File: src/rtl/scanner_transmitter_pkg.sv
// ---------------------------------------------------------------------------
// scanner_transmitter_pkg
// Framing definitions shared by the scanner transmitter and the transfer
// center receiver. Both sides import this package, so the two ends always
// agree on the frame format.
//   tx_state_t  : line state (IDLE, START, DATA, STOP)
//   DATA_BITS   : payload bits per frame
//   START_LEVEL : line level of the start bit
//   IDLE_LEVEL  : line level while idle, also used for the stop bit
// ---------------------------------------------------------------------------
package scanner_transmitter_pkg;

    typedef enum logic [1:0] {
        IDLE  = 2'd0,
        START = 2'd1,
        DATA  = 2'd2,
        STOP  = 2'd3
    } tx_state_t;

    localparam int   DATA_BITS   = 8;
    localparam logic START_LEVEL = 1'b1;
    localparam logic IDLE_LEVEL  = 1'b0;

endpackage

File: src/rtl/scanner_transmitter_if.sv
// ---------------------------------------------------------------------------
// scanner_transmitter_if
// Bundle of scanner-side load signals, the downstream ready level, the serial
// line and the status outputs of the scanner transmitter.
//   loadData, dataWord : word load request and word from the scanner
//   readyForTransfer   : receiver ready level
//   dataOut            : serial line towards the receiver
//   bufferFull, transmitting, frameDone, overflow, framesSent : status
// Modports: slave = transmitter side, master = scanner/receiver side.
// ---------------------------------------------------------------------------
interface scanner_transmitter_if;
    import scanner_transmitter_pkg::*;

    logic                 loadData;
    logic [DATA_BITS-1:0] dataWord;
    logic                 readyForTransfer;
    logic                 dataOut;
    logic                 bufferFull;
    logic                 transmitting;
    logic                 frameDone;
    logic                 overflow;
    logic [7:0]           framesSent;

    modport slave (
        input  loadData, dataWord, readyForTransfer,
        output dataOut, bufferFull, transmitting, frameDone, overflow, framesSent
    );

    modport master (
        output loadData, dataWord, readyForTransfer,
        input  dataOut, bufferFull, transmitting, frameDone, overflow, framesSent
    );

endinterface

File: src/rtl/bit_period_timer.sv
// ---------------------------------------------------------------------------
// bit_period_timer
// Divides the clock into serial bit periods. The count runs 0..BIT_CYCLES-1
// and bitTick is high during the last cycle of each bit period.
//   BIT_CYCLES : clock cycles per serial bit (1..255)
//   clk, rst   : clock and synchronous active-high reset
//   restart    : hold the count at the start of a bit period
//   bitTick    : last cycle of the current bit period
// ---------------------------------------------------------------------------
module bit_period_timer #(
    parameter int BIT_CYCLES = 1
) (
    input  logic clk,
    input  logic rst,
    input  logic restart,
    output logic bitTick
);

    localparam logic [7:0] LAST_COUNT = 8'(BIT_CYCLES - 1);

    logic [7:0] count;

    // Wrapping at the tick makes every bit boundary restart the period, so
    // with BIT_CYCLES=1 the count stays at 0 and every cycle is a tick.
    always_ff @(posedge clk) begin
        if (rst || restart || bitTick) begin
            count <= '0;
        end else begin
            count <= count + 8'd1;
        end
    end

    assign bitTick = (count == LAST_COUNT);

endmodule

File: src/rtl/scanner_transmitter.sv
// ---------------------------------------------------------------------------
// scanner_transmitter
// Takes 8-bit words from the scanner into a one-word holding buffer and sends
// each one on a single serial line as start bit, 8 data bits LSB-first and a
// stop bit, once the downstream receiver signals ready.
//   BIT_CYCLES : clock cycles per serial bit (1..255)
//   clk, rst   : clock and synchronous active-high reset
//   bus        : scanner_transmitter_if.slave (load, ready, line, status)
// ---------------------------------------------------------------------------
module scanner_transmitter
    import scanner_transmitter_pkg::*;
#(
    parameter int BIT_CYCLES = 1
) (
    input  logic                  clk,
    input  logic                  rst,
    scanner_transmitter_if.slave  bus
);

    localparam logic [2:0] LAST_INDEX = 3'(DATA_BITS - 1);

    tx_state_t            state;
    tx_state_t            state_next;
    logic [DATA_BITS-1:0] shift_reg;
    logic [DATA_BITS-1:0] shift_next;
    logic [DATA_BITS-1:0] hold_buf;
    logic [2:0]           bit_index;
    logic [2:0]           index_next;
    logic                 buffer_full;
    logic                 line_reg;
    logic                 line_next;
    logic                 frame_done;
    logic                 overflow_flag;
    logic [7:0]           frame_count;
    logic                 bit_tick;
    logic                 take_word;
    logic                 frame_end;
    logic                 load_accept;

    // The timer is held at the start of a period while idle so that the
    // first start bit gets its full length.
    bit_period_timer #(
        .BIT_CYCLES (BIT_CYCLES)
    ) u_timer (
        .clk     (clk),
        .rst     (rst),
        .restart (state == IDLE),
        .bitTick (bit_tick)
    );

    always_comb begin
        state_next  = state;
        shift_next  = shift_reg;
        index_next  = bit_index;
        take_word   = 1'b0;
        frame_end   = 1'b0;
        line_next   = IDLE_LEVEL;
        load_accept = 1'b0;

        case (state)
            IDLE: begin
                if (buffer_full && bus.readyForTransfer) begin
                    take_word  = 1'b1;
                    shift_next = hold_buf;
                    state_next = START;
                end
            end
            START: begin
                if (bit_tick) begin
                    index_next = '0;
                    state_next = DATA;
                end
            end
            DATA: begin
                if (bit_tick) begin
                    shift_next = shift_reg >> 1;
                    index_next = bit_index + 3'd1;
                    if (bit_index == LAST_INDEX) begin
                        state_next = STOP;
                    end
                end
            end
            STOP: begin
                // Ready is only looked at here and in IDLE; a buffered word
                // with ready high chains straight into the next start bit.
                if (bit_tick) begin
                    frame_end = 1'b1;
                    if (buffer_full && bus.readyForTransfer) begin
                        take_word  = 1'b1;
                        shift_next = hold_buf;
                        state_next = START;
                    end else begin
                        state_next = IDLE;
                    end
                end
            end
            default: begin
                state_next = IDLE;
            end
        endcase

        // The line is a register, so its value is decoded from the state
        // and shifter contents that will hold after this edge.
        case (state_next)
            START:   line_next = START_LEVEL;
            DATA:    line_next = shift_next[0];
            default: line_next = IDLE_LEVEL;
        endcase

        // A word leaving the buffer this cycle frees the slot for a new load.
        load_accept = bus.loadData && (!buffer_full || take_word);
    end

    always_ff @(posedge clk) begin
        if (rst) begin
            state         <= IDLE;
            shift_reg     <= '0;
            bit_index     <= '0;
            hold_buf      <= '0;
            buffer_full   <= 1'b0;
            line_reg      <= IDLE_LEVEL;
            frame_done    <= 1'b0;
            overflow_flag <= 1'b0;
            frame_count   <= '0;
        end else begin
            state      <= state_next;
            shift_reg  <= shift_next;
            bit_index  <= index_next;
            line_reg   <= line_next;
            frame_done <= frame_end;
            if (frame_end) begin
                frame_count <= frame_count + 8'd1;
            end
            if (load_accept) begin
                hold_buf    <= bus.dataWord;
                buffer_full <= 1'b1;
            end else if (take_word) begin
                buffer_full <= 1'b0;
            end
            if (bus.loadData && !load_accept) begin
                overflow_flag <= 1'b1;
            end
        end
    end

    assign bus.dataOut      = line_reg;
    assign bus.bufferFull   = buffer_full;
    assign bus.transmitting = (state != IDLE);
    assign bus.frameDone    = frame_done;
    assign bus.overflow     = overflow_flag;
    assign bus.framesSent   = frame_count;

endmodule
File: src/flat_wrapper.sv
// flat-port wrapper written by rule: the top's interface ports become plain ports
module scanner_transmitter_flat import scanner_transmitter_pkg::*;
#(
    parameter int BIT_CYCLES = 1
)
  (clk, rst, bus_loadData, bus_dataWord, bus_readyForTransfer, bus_dataOut, bus_bufferFull, bus_transmitting, bus_frameDone, bus_overflow, bus_framesSent);
  scanner_transmitter_if bus_i ();
  input  logic clk;
  input  logic rst;
  input wire logic [$bits(bus_i.loadData)-1:0] bus_loadData;
  input wire logic [$bits(bus_i.dataWord)-1:0] bus_dataWord;
  input wire logic [$bits(bus_i.readyForTransfer)-1:0] bus_readyForTransfer;
  output wire logic [$bits(bus_i.dataOut)-1:0] bus_dataOut;
  output wire logic [$bits(bus_i.bufferFull)-1:0] bus_bufferFull;
  output wire logic [$bits(bus_i.transmitting)-1:0] bus_transmitting;
  output wire logic [$bits(bus_i.frameDone)-1:0] bus_frameDone;
  output wire logic [$bits(bus_i.overflow)-1:0] bus_overflow;
  output wire logic [$bits(bus_i.framesSent)-1:0] bus_framesSent;
  assign bus_i.loadData = bus_loadData;
  assign bus_i.dataWord = bus_dataWord;
  assign bus_i.readyForTransfer = bus_readyForTransfer;
  assign bus_dataOut = bus_i.dataOut;
  assign bus_bufferFull = bus_i.bufferFull;
  assign bus_transmitting = bus_i.transmitting;
  assign bus_frameDone = bus_i.frameDone;
  assign bus_overflow = bus_i.overflow;
  assign bus_framesSent = bus_i.framesSent;
  scanner_transmitter #(.BIT_CYCLES(BIT_CYCLES)) u_core (.clk(clk), .rst(rst), .bus(bus_i));
endmodule
File: config.mk
export PLATFORM = sky130hd
export DESIGN_NAME = scanner_transmitter_flat
export DESIGN_NICKNAME = d
export VERILOG_FILES = /design/src/rtl/scanner_transmitter_pkg.sv /design/src/rtl/scanner_transmitter_if.sv /design/src/rtl/bit_period_timer.sv /design/src/rtl/scanner_transmitter.sv /design/src/flat_wrapper.sv
export SDC_FILE = /design/constraint.sdc
export NUM_CORES = 1
export LEC_CHECK = 0
export CAP_MARGIN = 20
export CELL_PAD_IN_SITES_DETAIL_PLACEMENT = 0
export CELL_PAD_IN_SITES_GLOBAL_PLACEMENT = 1
export CORE_ASPECT_RATIO = 1.5
export CORE_UTILIZATION = 42
export CTS_CLUSTER_SIZE = 12
export DETAILED_ROUTE_END_ITERATION = 10
export PLACE_DENSITY = 0.87
export SYNTH_ARGS = -nofsm -noshare
export SYNTH_HDL_FRONTEND = slang
export SYNTH_HIERARCHICAL = 1
export SYNTH_SLANG_ARGS = --single-unit
export TNS_END_PERCENT = 30
File: constraint.sdc
create_clock -name clk -period 3.2 [get_ports clk]
set_input_delay 0.64 -clock clk [delete_from_list [all_inputs] [get_ports clk]]
set_output_delay 0.64 -clock clk [all_outputs]
set_load 0.03 [all_outputs]
# [Word-level counts from Yosys, hierarchy flattened]
# Cells that the tools add are included.
[totals] register_bits=41 input_bits=12 out_inout_bits=13 elab_cells=61
[classes] addsub=3 n_eq_ne=9 mux=22 n_reduce_logical=16
[ops] cell="$mux W8" n=3
[ops] cell="$pmux W8 S3" n=1
[ops] cell="$add A8 B1 Y8 const B" n=2
[ops] cell="$mux W2" n=5
[ops] cell="$logic_not A8 Y1" n=1
[ops] cell="$pmux W2 S4" n=1
[ops] cell="$mux W1" n=7
[ops] cell="$eq A2 B2 Y1 const B" n=3
[ops] cell="$mux W3" n=2
[ops] cell="$ne A2 B2 Y1 const B" n=3
[ops] cell="$pmux W3 S2" n=1
[ops] cell="$reduce_and A3 Y1" n=2
[ops] cell="$reduce_bool A2 Y1" n=3
[ops] cell="$eq A2 B1 Y1 const B" n=2
[ops] cell="$pmux W1 S2" n=2
[ops] cell="$add A3 B1 Y3 const B" n=1
[ops] cell="$eq A3 B3 Y1 const B" n=1
[ops] cell="$logic_and A1 B1 Y1" n=3
[ops] cell="$logic_or A1 B1 Y1" n=3
[ops] cell="$reduce_bool A3 Y1" n=1
[ops] cell="$logic_not A1 Y1" n=2
[ops] cell="$logic_not A2 Y1" n=1

# [Longest topological paths before layout]
[logic_depth] depth_word=8 mapped_depth=12 ltp_nobuf=12

# [Hierarchy]
# Netlist, hierarchy kept.
[modules_own_cells] module="scanner_transmitter" instances=1 cells_each=177 area_per_inst_um2=1647.8 seq_area_each_um2=660.6
[modules_own_cells] module="bit_period_timer" instances=1 cells_each=42 area_per_inst_um2=380.4 seq_area_each_um2=160.2

# [Worst setup path after synthesis]
# Ideal clock, no wire load.
[synth_timing] path_kind="flip-flop to flip-flop" start="reg u_core.u_timer.count[0]" end="reg u_core.line_reg, in the netlist u_core/bus.dataOut" setup_ns=0.069 arrival_time_ns=2.905 required_ns=3.131 slack_ns=0.227 stages_incl_launch_ff=13 n_path_buf=0 period_less_slack_ns=2.973 cell_sequence="dfxtp_1 -> inv_1 -> ha_1 -> or4b_4 -> nor4_1 -> and2b_2 -> o32a_2 -> o2bb2ai_2 -> inv_1 -> ha_1 -> nor2_1 -> nand2_1 -> o21ai_1"
[synth_via] elab_chain_cells=5 word_cells_on_any_way=11 cone_classes="eq/ne (2); mux (8); reduce/logical (1)"
[synth_lines] element="start, declared" line_no="bit_period_timer.sv:21" text="logic [7:0] count;"
[synth_lines] element="start signal, assigned" line_no="bit_period_timer.sv:29" text="count <= count + 8'd1;"
[synth_lines] element="$logic_not A8 Y1 *" line_no="bit_period_timer.sv:33" text="assign bitTick = (count == LAST_COUNT);"
[synth_lines] element="named net u_core.bit_tick" line_no="scanner_transmitter.sv:35" text="logic bit_tick;"
[synth_lines] element="$mux W2, on equally long branches" line_no="scanner_transmitter.sv:86, scanner_transmitter.sv:69, scanner_transmitter.sv:75"
[synth_lines] element="$pmux W2 S4 *" line_no="scanner_transmitter.sv:60" text="case (state)"
[synth_lines] element="named net u_core.state_next[1]" line_no="scanner_transmitter.sv:23" text="tx_state_t state_next;"
[synth_lines] element="$eq A2 B2 Y1 or $eq A2 B1 Y1 (tied branches)" line_no="scanner_transmitter.sv:104" text="case (state_next)"
[synth_lines] element="$pmux W1 S2 *" line_no="scanner_transmitter.sv:104"
[synth_lines] element="end signal, assigned" line_no="scanner_transmitter.sv:129" text="line_reg <= line_next;"
[synth_lines] element="end, declared" line_no="scanner_transmitter.sv:30" text="logic line_reg;"
# Mark *: on every way through the listed nets, which the timed path passes. The rest lies on a longest branch. The select of a mux whose other input is x is not followed.
# A chain may end at the register's enable or synchronous reset.

# [Worst setup path after layout]
# Same ends and word-level chain as after synthesis.

==> out/results.txt <==
Run status: complete, no violations
First-pass iteration count of the detailed router: 4
Clock buffer count from CTS: 5
Synthesized-area fraction occupied by adder cells: 6.79%
Routed Wire Length: 3.71 mm
Final cell count without fillers: 309
Maximum number of pins on one net before global-route repair: 22
RSZ-0062 raised after global routing: no
Wire length per cell: 12.0 um
Fin crit share: 85.8%
Share of the synthesized area in the top cell type: 40.5%
Num ports: 25
Number of buffer and inverter instances along the worst setup path: 2
Slew HR: 65.5%
Arrival time reported for the critical path endpoint: 2.97 ns
Starting DRT DRC Count: 35
Met1 track demand over resource: 18.4%
Slew at the pin with the worst max-slew slack: 0.515 ns
Final count of hold timing violations: 0
Max Root-Sink Buffers: 2
Gates resized, CTS repair: 0
Wire length of the first global-routing pass: 6.42 mm
Clock transition at the registers of the reported paths: 0.08 ns
Placed Instance Area: 2340 um2
Width of the die: 58.7 um
Required time worst endpoint: 3.42 ns
Setup slack after placement: 0.456 ns
Max-slew violations: 0
Placer's final routability congestion estimate: 0.807
I/O Buffers: 24
Capturing element type of the critical path: register
Met3 routing resource usage after global routing: 4.01%
Worst-case setup margin in the final layout: 0.456 ns
Crit Path Class: reg -> reg
Number of instances in the synthesized netlist: 219
Cell class contributing the biggest share of worst-path delay: simple AND/OR/NAND/NOR gates
Yosys top cell by area: sky130_fd_sc_hd__dfxtp_1
IR drop worst, VDD: 0.273 mV
Post-Syn Area: 2030 um2
Met2 track demand over resource in global routing: 28.3%
Unique cell type count in the Yosys netlist: 45
Overflow after GRT: 0
Level count of the clock H-tree: 2
Fin crit period: 2.74 ns
Synth area leaders: sky130_fd_sc_hd__dfxtp_1, sky130_fd_sc_hd__ha_1, sky130_fd_sc_hd__nor2_1
Skew final: 0.00745 ns
Clock tree from TritonCTS: yes
Area of the die: 5120 um2
Proportion of layout cells with a drive suffix above 1: 10.2%
Yosys warns: 6
Post-synthesis share of cell area spent on and, or, nand and nor gates: 20.5%
Maximum Capacitance Violations: 0
Placed wire-length estimate after detailed placement: 2.75 mm
Number of nets produced by synthesis: 242
GRT busiest layer: met2
Starting density of the core: 44.3%
Crit path launch type: register
Synth Register Bits: 41
Setup TNS: 0 ns
Clock root cell: sky130_fd_sc_hd__clkbuf_8
Placed cell count: 301
Final-report setup violation count: 0
Cell with the biggest individual delay on the critical path: sky130_fd_sc_hd__or4b_4
Max incr delay on CP: 0.48 ns
Worst path cell trace: inv_1 -> ha_1 -> or4b_4 -> nor4_2 -> and2b_2 -> o32a_2 -> o2bb2ai_2 -> inv_1 -> ha_1 -> nor2_1 -> nand2_1 -> o21ai_1
Power Density: 497 nW/um2
Sequential share of the synthesized area: 40.5%
Count of clock tree sinks: 41
Floorplan core area: 4580 um2
Total routing usage reported by global routing: 16.3%
Std-Cell Rows: 30
Synth Area in Compound Gates: 19.6%
Vias in the first global route: 1482
Syn-to-layout area delta: 21.0%
Ys async rst share: 0%
DRC violation count after routing: 0
Combinational family with the most area after synthesis: simple AND/OR/NAND/NOR gates
F_max: 364 MHz
Synthesized area divided by synthesized cell count: 9.26 um2
Detail Route Antenna Nets: 0
Share of cell area taken by muxes after synthesis: 4.01%
Post-CTS setup buffer count: 0
Antenna violations before repair: 0
Dominant synthesized flop cell: sky130_fd_sc_hd__dfxtp_1
Drt via density: 5.22
Total number of vias: 1613
Final Cell Area: 2450 um2
Cts-stage hold buffer count: 0
Maximum fanout count along the critical path: 6
Class of the tightest hold or removal check: reg -> reg
EDFF count, synth: 0
Clock latency at the later pin of the worst-skew pair: 0.29 ns
Ant. Diodes: 0
Total Nets Final: 267
Cell leakage power: 0.000950 uW
Vertical die dimension: 87.1 um
Parity-gate share of the synthesized area counting xor and xnor cells: 3.89%
-- worst register-to-register path, stage by stage, from the launching register on --
cell                        delay [ns]
sky130_fd_sc_hd__dfxtp_1          0.36
sky130_fd_sc_hd__inv_1            0.07
sky130_fd_sc_hd__ha_1             0.13
sky130_fd_sc_hd__or4b_4           0.48
sky130_fd_sc_hd__nor4_2           0.22
sky130_fd_sc_hd__and2b_2          0.25
sky130_fd_sc_hd__o32a_2           0.32
sky130_fd_sc_hd__o2bb2ai_2        0.19
sky130_fd_sc_hd__inv_1            0.06
sky130_fd_sc_hd__ha_1             0.28
sky130_fd_sc_hd__nor2_1           0.13
sky130_fd_sc_hd__nand2_1          0.07
sky130_fd_sc_hd__o21ai_1          0.11
-- power by group --
group	internal, uW	switching (uW)
logic	112	135
registers	533	17.3
clock network	254	168
total	899	320
-- stage by stage --
step	utilization [%]	power [uW]	hold WS [ns]
3_3_place_gp	51.0	808	0.454
3_5_place_dp	51.0	810	0.456
2_1_floorplan	-	741	0.442
6_report	53.6	1220	0.463
5_1_grt	53.6	1290	0.483
4_1_cts	53.6	1240	0.468
-- cells in the final DEF (no fill, tap or decap), types with 7 or more instances in the layout --
cell | Yosys | final
sky130_fd_sc_hd__dfxtp_1 | 41 | 41
sky130_fd_sc_hd__nand2_1 | 10 | 10
sky130_fd_sc_hd__a21oi_1 | 8 | 8
sky130_fd_sc_hd__nor2_1 | 26 | 26
sky130_fd_sc_hd__mux2i_1 | 7 | 7
sky130_fd_sc_hd__ha_1 | 11 | 11
sky130_fd_sc_hd__o21ai_1 | 10 | 10
sky130_fd_sc_hd__inv_1 | 11 | 11
sky130_fd_sc_hd__nand4b_1 | 9 | 9
sky130_fd_sc_hd__nand2b_1 | 9 | 9
sky130_fd_sc_hd__clkdlybuf4s50_1 | 0 | 24
sky130_fd_sc_hd__nand3_1 | 7 | 7
-- layout make-up --
class                      count  area [um2]
sequential                    41         821
clock inverter                 1        30.0
fill                         463        2130
clock buffer                   7        86.3
tap                           64        80.1
inverter                      11        41.3
timing repair buffer          29         278
multi-input combinational    156        1120
-- synth_stat cells, drive strengths merged, types with 9 or more instances --
master / n
dfxtp: 41
nor2: 26
o21ai: 15
ha: 11
inv: 11
nand2: 10
a21oi: 9
nand2b: 9
nand4b: 9
-- kinds of logic after synthesis --
logic type	count (synthesis)
buf+inv	22
flops	41
compound gates	51
mux	8
simple gates	77
fa+ha+maj	11
xor+xnor	9
-- path summary, 6_finish.rpt --
path	startpoint	endpoint	slack, ns	cells after the start
max reg2reg	u_core/u_timer/count[0]	u_core/bus.dataOut	0.46	12
min	u_core/hold_buf[1]	u_core/hold_buf[1]	0.46	2
min reg2reg	u_core/hold_buf[1]	u_core/hold_buf[1]	0.46	2
max	u_core/u_timer/count[0]	u_core/bus.dataOut	0.46	12
-- metal layers --
layer,vias to the layer above,share of wire (%),routed length (um)
met5,-,0,0
li1,827,-,-
met1,749,44,1650
met2,30,51,1900
met4,0,1.9,70
met3,7,2.4,90
(Power assumes the default switching activity.)
